[config.mk]
export PLATFORM = sky130hd
export DESIGN_NAME = if_id_queue
export DESIGN_NICKNAME = d
export VERILOG_FILES = /design/src/rtl/if_id_queue.sv
export SDC_FILE = /design/constraint.sdc
export NUM_CORES = 1
export LEC_CHECK = 0
export CAP_MARGIN = 10
export CORE_UTILIZATION = 39
export CTS_CLUSTER_DIAMETER = 100
export DETAILED_ROUTE_END_ITERATION = 10
export PLACE_DENSITY = 0.84
export SLEW_MARGIN = 0
export SYNTH_ARGS = -nofsm -noshare
export SYNTH_HDL_FRONTEND = slang
export SYNTH_SLANG_ARGS = --single-unit
[constraint.sdc]
create_clock -name clk -period 5.72 [get_ports clk]
set_input_delay 1.144 -clock clk [delete_from_list [all_inputs] [get_ports clk]]
set_output_delay 1.144 -clock clk [all_outputs]
set_load 0.005 [all_outputs]
[src/rtl/if_id_queue.sv]
// if_id_queue: fetch-to-decode buffer. A small circular FIFO of {instr, pc}
// beats; the head is presented to decode along with its decoded immediate
// fields and register indices.
//
// Handshake: a beat transfers on a rising edge where in_valid & in_ready & ~flush.
// in_ready is a function of the occupancy only, so fetch sees no combinational
// path from stall or flush. Decode consumes the head on an edge where
// out_valid & ~stall & ~flush. flush discards every entry as well as any push
// or pop in the same cycle.
module if_id_queue #(
    parameter int          DEPTH = 2,
    parameter logic [31:0] NOP   = 32'h00000013
) (
    input  logic        clk,
    input  logic        rst,
    input  logic        in_valid,
    output logic        in_ready,
    input  logic [31:0] in_instr,
    input  logic [31:0] in_pc,
    input  logic        stall,
    input  logic        flush,
    output logic        out_valid,
    output logic [31:0] instrD,
    output logic [31:0] pcD,
    output logic [11:0] iimm,
    output logic [11:0] simm,
    output logic [11:0] bimm,
    output logic [19:0] uimm,
    output logic [19:0] jimm,
    output logic [4:0]  shamt,
    output logic [4:0]  rs1,
    output logic [4:0]  rs2,
    output logic [4:0]  rd
);

    localparam int PW = (DEPTH > 1) ? $clog2(DEPTH) : 1;
    localparam int CW = $clog2(DEPTH + 1);
    localparam logic [CW-1:0] FULL = CW'(DEPTH);

    logic [31:0]   mem_instr [DEPTH];
    logic [31:0]   mem_pc    [DEPTH];
    logic [PW-1:0] rd_ptr;
    logic [PW-1:0] wr_ptr;
    logic [CW-1:0] count;
    logic          push;
    logic          pop;

    assign in_ready  = (count < FULL);
    assign out_valid = (count != '0);
    assign push      = in_valid & in_ready & ~flush;
    assign pop       = out_valid & ~stall & ~flush;

    // Pointer and occupancy bookkeeping; pointers wrap naturally since DEPTH is a power of 2.
    always_ff @(posedge clk or posedge rst) begin
        if (rst) begin
            rd_ptr <= '0;
            wr_ptr <= '0;
            count  <= '0;
        end else if (flush) begin
            rd_ptr <= '0;
            wr_ptr <= '0;
            count  <= '0;
        end else begin
            if (push) wr_ptr <= wr_ptr + PW'(1);
            if (pop)  rd_ptr <= rd_ptr + PW'(1);
            case ({push, pop})
                2'b10:   count <= count + CW'(1);
                2'b01:   count <= count - CW'(1);
                default: count <= count;
            endcase
        end
    end

    // Entry storage; never cleared, validity is tracked by count alone.
    always_ff @(posedge clk) begin
        if (push) begin
            mem_instr[wr_ptr] <= in_instr;
            mem_pc[wr_ptr]    <= in_pc;
        end
    end

    // Head selection: an empty queue presents a NOP at PC 0.
    always_comb begin
        instrD = NOP;
        pcD    = '0;
        if (out_valid) begin
            instrD = mem_instr[rd_ptr];
            pcD    = mem_pc[rd_ptr];
        end
    end

    // Immediate and register fields are pure slices of the presented instruction.
    assign iimm  = instrD[31:20];
    assign simm  = {instrD[31:25], instrD[11:7]};
    assign bimm  = {instrD[31], instrD[7], instrD[30:25], instrD[11:8]};
    assign uimm  = instrD[31:12];
    assign jimm  = {instrD[31], instrD[19:12], instrD[20], instrD[30:21]};
    assign shamt = instrD[24:20];
    assign rs1   = instrD[19:15];
    assign rs2   = instrD[24:20];
    assign rd    = instrD[11:7];

endmodule

# After elaboration in Yosys (flattened, before gate mapping)
# Memories as Yosys holds them, arrays and structs flattened.
# Cells that the tools add are included.
# totals
elab_cells	32
in_bits	69
mem_bits_rw	128
output_inout_bits	162
n_memories	2
regBits	4
# op_classes
mux	10
add_sub_neg	4
magnitude_cmp	1
bitwise_logic	6
eq_ne	2
reduce_logical	4
# mem_list
memory	depth	word_bits	rd	rd_ports_with_merged_regs	wr	line_no	source
mem_instr	2	32	1	0	1	40	logic [31:0] mem_instr [DEPTH];
mem_pc	2	32	1	0	1	41	logic [31:0] mem_pc [DEPTH];
# ops
op	n
$mux 32	2
$mux 1	6
$reduce_bool 2->1	3
$and 1x1->1	4
$pmux 2 s2	1
$reduce_bool 3->1	1
$add 1x1->1 const B	2
$add 2x1->2 const B	1
$eq 2x1->1 const B	1
$eq 2x2->1 const B	1
$lt 2x2->1 const B	1
$mux 2	1
$not 1->1	2
$sub 2x1->2 const B	1

# Longest topological paths before layout
# Gate-level depths: netlist of run 1.
# logic_depth
word_depth	6
ltp_mapped	5
mapped_depth_nobuf	3

# Worst setup path after synthesis of run 1
# Ideal clock, no wire load.
# synth_path
path_type	in2reg
start	in in_valid
end	mem mem_instr[1][0] (enable)
required_time_ns	5.141
path_slack_ns	-0.750
arrival_ns	5.891
stages	2
path_buffers	0
path_cell_list	nand2b_4 -> nor3b_1
# synth_via
elab_chain_len	4
# synth_rtl
element	line_no	source
start, declared	16	input logic in_valid,
$and 1x1->1 (2 in a row)	50	assign push = in_valid & in_ready & ~flush;
$mux 1	76	if (push) begin
$mux 1 (implied by the code)	77	mem_instr[wr_ptr] <= in_instr;
end, declared	40	
# No other way between the ends.

# Final worst setup path of run 1
# layout_path
start	reg rd_ptr
end	out instrD[26]
# layout_via
elab_chain_len	2
# layout_rtl
element	line_no	source
start, declared	42	logic [PW-1:0] rd_ptr;
start signal, assigned	65	if (pop) rd_ptr <= rd_ptr + PW'(1);
$mem_v2 2x32	n/a	
$mux 32	86	if (out_valid) begin
end, declared	23	output logic [31:0] instrD,
# No other way between the ends.

==> results_dict.tcl, run 1 <==
set metrics [dict create \
    final_cell_mix "clkdlybuf4s50_1 (230), edfxtp_1 (128), mux2i_1 (64), nor2_1 (63), clkbuf_16 (17)" \
    cts_made_buffers 17 \
    grt_usage_pct 14.77 \
    drc_errors 0 \
    min_path_type "reg -> reg" \
    cts.sinks 132 \
    critical-path-top-delay-family "buffers and inverters" \
    mostFrequentLayoutCell "clkdlybuf4s50_1" \
    fmax_mhz 250.6 \
    cts_resized 0 \
    ctsRootBufferMaster "clkbuf_16" \
    synth-warning-count 0 \
    ant_nets 0 \
    required_ns 4.58 \
    slew_headroom_pct 50.78 \
    maxCapViolCount 0 \
    whs_ns 0.6392 \
    use_met1_pct 16.19 \
    yosysTopAreaCell "edfxtp_1" \
    final_util_pct 56.31 \
    nNetsFinal 604 \
    use_met2_pct 25.31 \
    synth.distinct_cells 21 \
    power-per-cell-area_nw_per_um2 315.9 \
    rsz0062_at_grt "false" \
    synth_top_area_share_pct 66.58 \
    insertion_delay_ns 0.41 \
    p_leak_nw 2.723 \
    dp_hpwl_mm 7.648 \
    netlist_area_um2 5773 \
    avgSynthCellArea_um2 14.84 \
    cts_setup_buffers 0 \
    vias_per_cell 4.648 \
    syn_nets 458 \
    grt_pass1_wl_mm 16.46 \
    criticalPathCategory "reg -> out" \
    num_vias 3402 \
    core_um2 14480 \
    synth_seq_area_share_pct 68.31 \
    synthTopCellsByArea "edfxtp_1 (67%), buf_4 (13%), mux2i_1 (11%), nor2_1 (4.1%), dfrtp_1 (1.7%)" \
    wl_per_cell_um 15.02 \
    grt_max_degree 37 \
    crit_path_top_delay_cell "dfrtp_4" \
    finalMaxSlewViolations 0 \
    met3_usage_pct 5.082 \
    drt_first_pass_iters 4 \
    cts_tree "done" \
    dr.first_iter.drc_count 148 \
    tightest_slew_ns 0.7366 \
    post-route-min-period_ns 3.990 \
    status "completed" \
    htree_num_levels 4 \
    overflow 0 \
    path_cells "buf_4 > mux2i_1 > nor2_1 > clkdlybuf4s50_1" \
    io_pins 231 \
    place_congestion 0.7018 \
    dieWidth_um 123.7 \
    die_height_um 123.7 \
    cpPeakStageDelay_ns 0.78 \
    cp_max_fo 36 \
    start_util_pct 39.87 \
    start_kind "flop" \
    clkTransAtPathRegs_ns 0.06 \
    diodes 0 \
    postCtsHoldBufs 0 \
    drive_gt1_share_pct 7.299 \
    synth_cells 389 \
    skew_ns 0.005589 \
    std_cell_rows 44 \
    antenna_found_initial 0 \
    io_buffers 230 \
    clock_path_buffers 2 \
    ys_seq_elements 132 \
    setup_viol 0 \
    synthToLayoutAreaGrowth_pct 41.22 \
    worst_setup_path_end_kind "output port" \
    arrival_ns 2.85 \
    finalSetupTns_ns 0 \
    cp.buffers_inverters 2 \
    worst_ir_drop_vdd_uv 169.5 \
    grt_pass1_vias 3284 \
    grt.busiest_layer "met2" \
    finalWirelength_mm 10.99 \
    finalHoldViolCount 0 \
    timing.final.crit_share_pct 69.75 \
    die-area_um2 15290 \
]
-- state kept, by name (all words and copies together) (netlist names) --
register / cells
mem_pc: 64
rd_ptr: 1
mem_instr: 64
wr_ptr: 1
count: 2
-- worst min-delay path, cell delays in order (launching register included) --
cell	delay (ns)
dfrtp_1	0.42
a21o_1	0.11
a21oi_1	0.06
-- final timing paths --
check	depth (start not counted)	start	end	slack, ns
setup / recovery	4	rd_ptr$_DFFE_PP0P_	instrD[26]	1.73
hold / removal	2	count[0]$_DFFE_PP0P_	count[0]$_DFFE_PP0P_	0.64
setup reg to reg	4	count[1]$_DFFE_PP0P_	rd_ptr$_DFFE_PP0P_	3.80
hold reg to reg	2	count[0]$_DFFE_PP0P_	count[0]$_DFFE_PP0P_	0.64
max in group asynchronous	2	rst	rd_ptr$_DFFE_PP0P_	4.61
min in group asynchronous	2	rst	count[0]$_DFFE_PP0P_	0.93
-- metrics by stage --
step	instance area [µm²]	total power, W	instances	setup WS, ns
after floorplan	5783	0.001346	389	1.520
after global placement	7562	0.001525	700	2.195
after detailed placement	7562	0.001532	700	2.115
after CTS	8153	0.002608	732	1.653
after global routing	8153	0.002681	732	1.541
final	8153	0.002576	732	1.730
-- cells in the mapped netlist, drive strengths merged --
master,count
edfxtp,128
buf,109
mux2i,64
nor2,64
dfrtp,4
nand2,4
inv,3
a21o,2
a21oi,2
nand2b,2
a22oi,1
mux2,1
nor3,1
nor3b,1
o21ai,1
or3,1
xor2,1
-- cell families after synthesis --
| family | share of synthesized area (%) |
|---|---|
| buffers and inverters | 14.39 |
| AO/OA/AOI/OAI | 0.6501 |
| XOR/XNOR | 0.1517 |
| flip-flops | 68.31 |
| multiplexers | 11.36 |
| AND/OR/NAND/NOR | 5.137 |
-- metal layers --
metal	routed length, µm	part of all wire, %
met1	4306	39
met2	5767	52
met3	771	7.0
met4	148	1.3
met5	0	0
-- where the power goes --
group          internal [W]  switching, W
registers           0.00111     0.0000194
clock network      0.000680      0.000387
logic              0.000235      0.000146
-- cell type report --
| class | count | area, µm² |
|---|---|---|
| Fill cell | 1123 | 6326 |
| Sequential cell | 132 | 3948 |
| Timing Repair Buffer | 236 | 2347 |
| Multi-Input combinational cell | 145 | 1026 |
| Clock buffer | 18 | 429.2 |
| Tap cell | 184 | 230.2 |
| Clock inverter | 14 | 161.4 |
| Inverter | 3 | 11.26 |
Power figures use the tool's default switching activity.
==> run 2: changes to the inputs <==
Settings changed: CORE_UTILIZATION 39 to 44, PLACE_DENSITY 0.84 to 0.89.
Clock period 5.72 ns to 4 ns, I/O delays scaled along.
==> run 2 against run 1 <==
Non-clock buffer count decreased by 2. Clock power grew 49%. Count of clock-buffer cells in the layout is 1 lower. Sequential power up 43%. Setup slack got worse by 1.2 ns. Total power grew 46%. Critical endpoint is now instrD[3]. Highest routed layer unchanged.
==> results_dict.tcl, run 2 (synthesis results as in run 1) <==
set metrics [dict create \
    status "completed" \
    p_leak_nw 2.730 \
    core_um2 12720 \
    postCtsHoldBufs 0 \
    cts.sinks 132 \
    mostFrequentLayoutCell "clkdlybuf4s50_1" \
    die-area_um2 13580 \
    multi_input_area_um2 1026 \
    drive_gt1_share_pct 7.339 \
    maxCapViolCount 0 \
    grt_usage_pct 17.98 \
    tightest_slew_ns 0.8975 \
    final_cell_mix "clkdlybuf4s50_1 (230), edfxtp_1 (128), mux2i_1 (64), nor2_1 (63), clkbuf_16 (17)" \
    overflow 0 \
    io_buffers 230 \
    ant_nets 0 \
    rsz0062_at_grt "false" \
    place_congestion 0.6695 \
    slew_headroom_pct 40.17 \
    antenna_found_initial 0 \
    cp_max_fo 48 \
    setup_viol 0 \
    drt_first_pass_iters 4 \
    post-route-min-period_ns 3.493 \
    dp_hpwl_mm 8.080 \
    final_util_pct 64.01 \
    regArea_um2 3948 \
    die_height_um 116.5 \
    drc_errors 0 \
    cts_tree "done" \
    dr.first_iter.drc_count 135 \
    worst_ir_drop_vdd_uv 280.4 \
    io_pins 231 \
    nNetsFinal 602 \
    criticalPathCategory "reg -> out" \
    fmax_mhz 286.3 \
    ctsRootBufferMaster "clkbuf_16" \
    dieWidth_um 116.5 \
    min_path_type "in -> async" \
    finalSetupTns_ns 0 \
    reg_top3 "mem_instr (64), mem_pc (64), count (2)" \
    skew_ns 0.006740 \
    synthToLayoutAreaGrowth_pct 41.07 \
    htree_num_levels 4 \
    clock_path_buffers 2 \
    grt_pass1_wl_mm 17.84 \
    insertion_delay_ns 0.40 \
    wl_per_cell_um 16.70 \
    start_util_pct 45.38 \
    finalHoldViolCount 0 \
    arrival_ns 2.69 \
    fillCellCount 946 \
    clkTransAtPathRegs_ns 0.06 \
    required_ns 3.20 \
    finalWirelength_mm 11.98 \
    routed.top_layer "met4" \
    r2r_cells 4 \
    grt_max_degree 65 \
    cts_made_buffers 17 \
    std_cell_rows 41 \
    wl_met3_mm 1.013 \
    diodes 0 \
    start_kind "flop" \
    timing.final.crit_share_pct 87.32 \
    wl_met1_mm 4.290 \
    grt_pass1_vias 3468 \
    cts_setup_buffers 0 \
    finalMaxSlewViolations 0 \
    met2_length_mm 6.503 \
    num_vias 3396 \
    worst_setup_path_end_kind "output port" \
    vias_per_cell 4.736 \
    cts_resized 0 \
    power-per-cell-area_nw_per_um2 460.8 \
]
-- run 2: layout make-up --
class | count | area share, %
Multi-Input combinational cell | 145 | 12.60
Clock buffer | 17 | 5.224
Clock inverter | 14 | 2.289
Inverter | 3 | 0.1383
Sequential cell | 132 | 48.47
Timing Repair Buffer | 234 | 28.64
Tap cell | 172 | 2.642
-- run 2: through the flow --
step / cells / hold slack [ns] / power [W] / cell area, µm² / worst slack, ns
2_1_floorplan: 389 / 0.5185 / 0.001924 / 5783 / 0.1437
3_3_place_gp: 686 / 0.5984 / 0.002175 / 7532 / 0.9905
3_5_place_dp: 686 / 0.6244 / 0.002199 / 7532 / 0.9227
4_1_cts: 717 / 0.5813 / 0.003792 / 8144 / 0.4770
5_1_grt: 717 / 0.5891 / 0.003900 / 8144 / 0.3352
6_report: 717 / 0.5844 / 0.003753 / 8144 / 0.5070
-- run 2: final timing paths --
check / start / endpoint / slack, ns
setup / recovery: rd_ptr$_DFFE_PP0P_ / instrD[3] / 0.51
hold / removal: rst / count[0]$_DFFE_PP0P_ / 0.58
setup reg to reg: count[1]$_DFFE_PP0P_ / rd_ptr$_DFFE_PP0P_ / 2.02
hold reg to reg: count[0]$_DFFE_PP0P_ / count[1]$_DFFE_PP0P_ / 0.63
max in group asynchronous: rst / rd_ptr$_DFFE_PP0P_ / 3.23
min in group clk: count[0]$_DFFE_PP0P_ / count[1]$_DFFE_PP0P_ / 0.63
-- run 2: metal layers --
layer | vias to the layer above | GRT usage (%)
li1 | 1574 | -
met1 | 1640 | 18.10
met2 | 164 | 33.96
met3 | 18 | 6.383
met4 | 0 | 6.414
met5 | - | 0
-- run 2: where the power goes --
group | switching, W | leakage, nW | total, W | internal [W]
Clock | 0.000553 | 0.289 | 0.00159 | 0.00104
Sequential | 0.0000348 | 1.23 | 0.00162 | 0.00158
Combinational | 0.000210 | 1.22 | 0.000545 | 0.000335
-- run 2: worst max-delay path, cell delays in order, from the launching register on --
cell and delay (ns):
dfrtp_4 0.98, buf_4 0.45, mux2i_1 0.30, nor2_1 0.06, clkdlybuf4s50_1 0.48
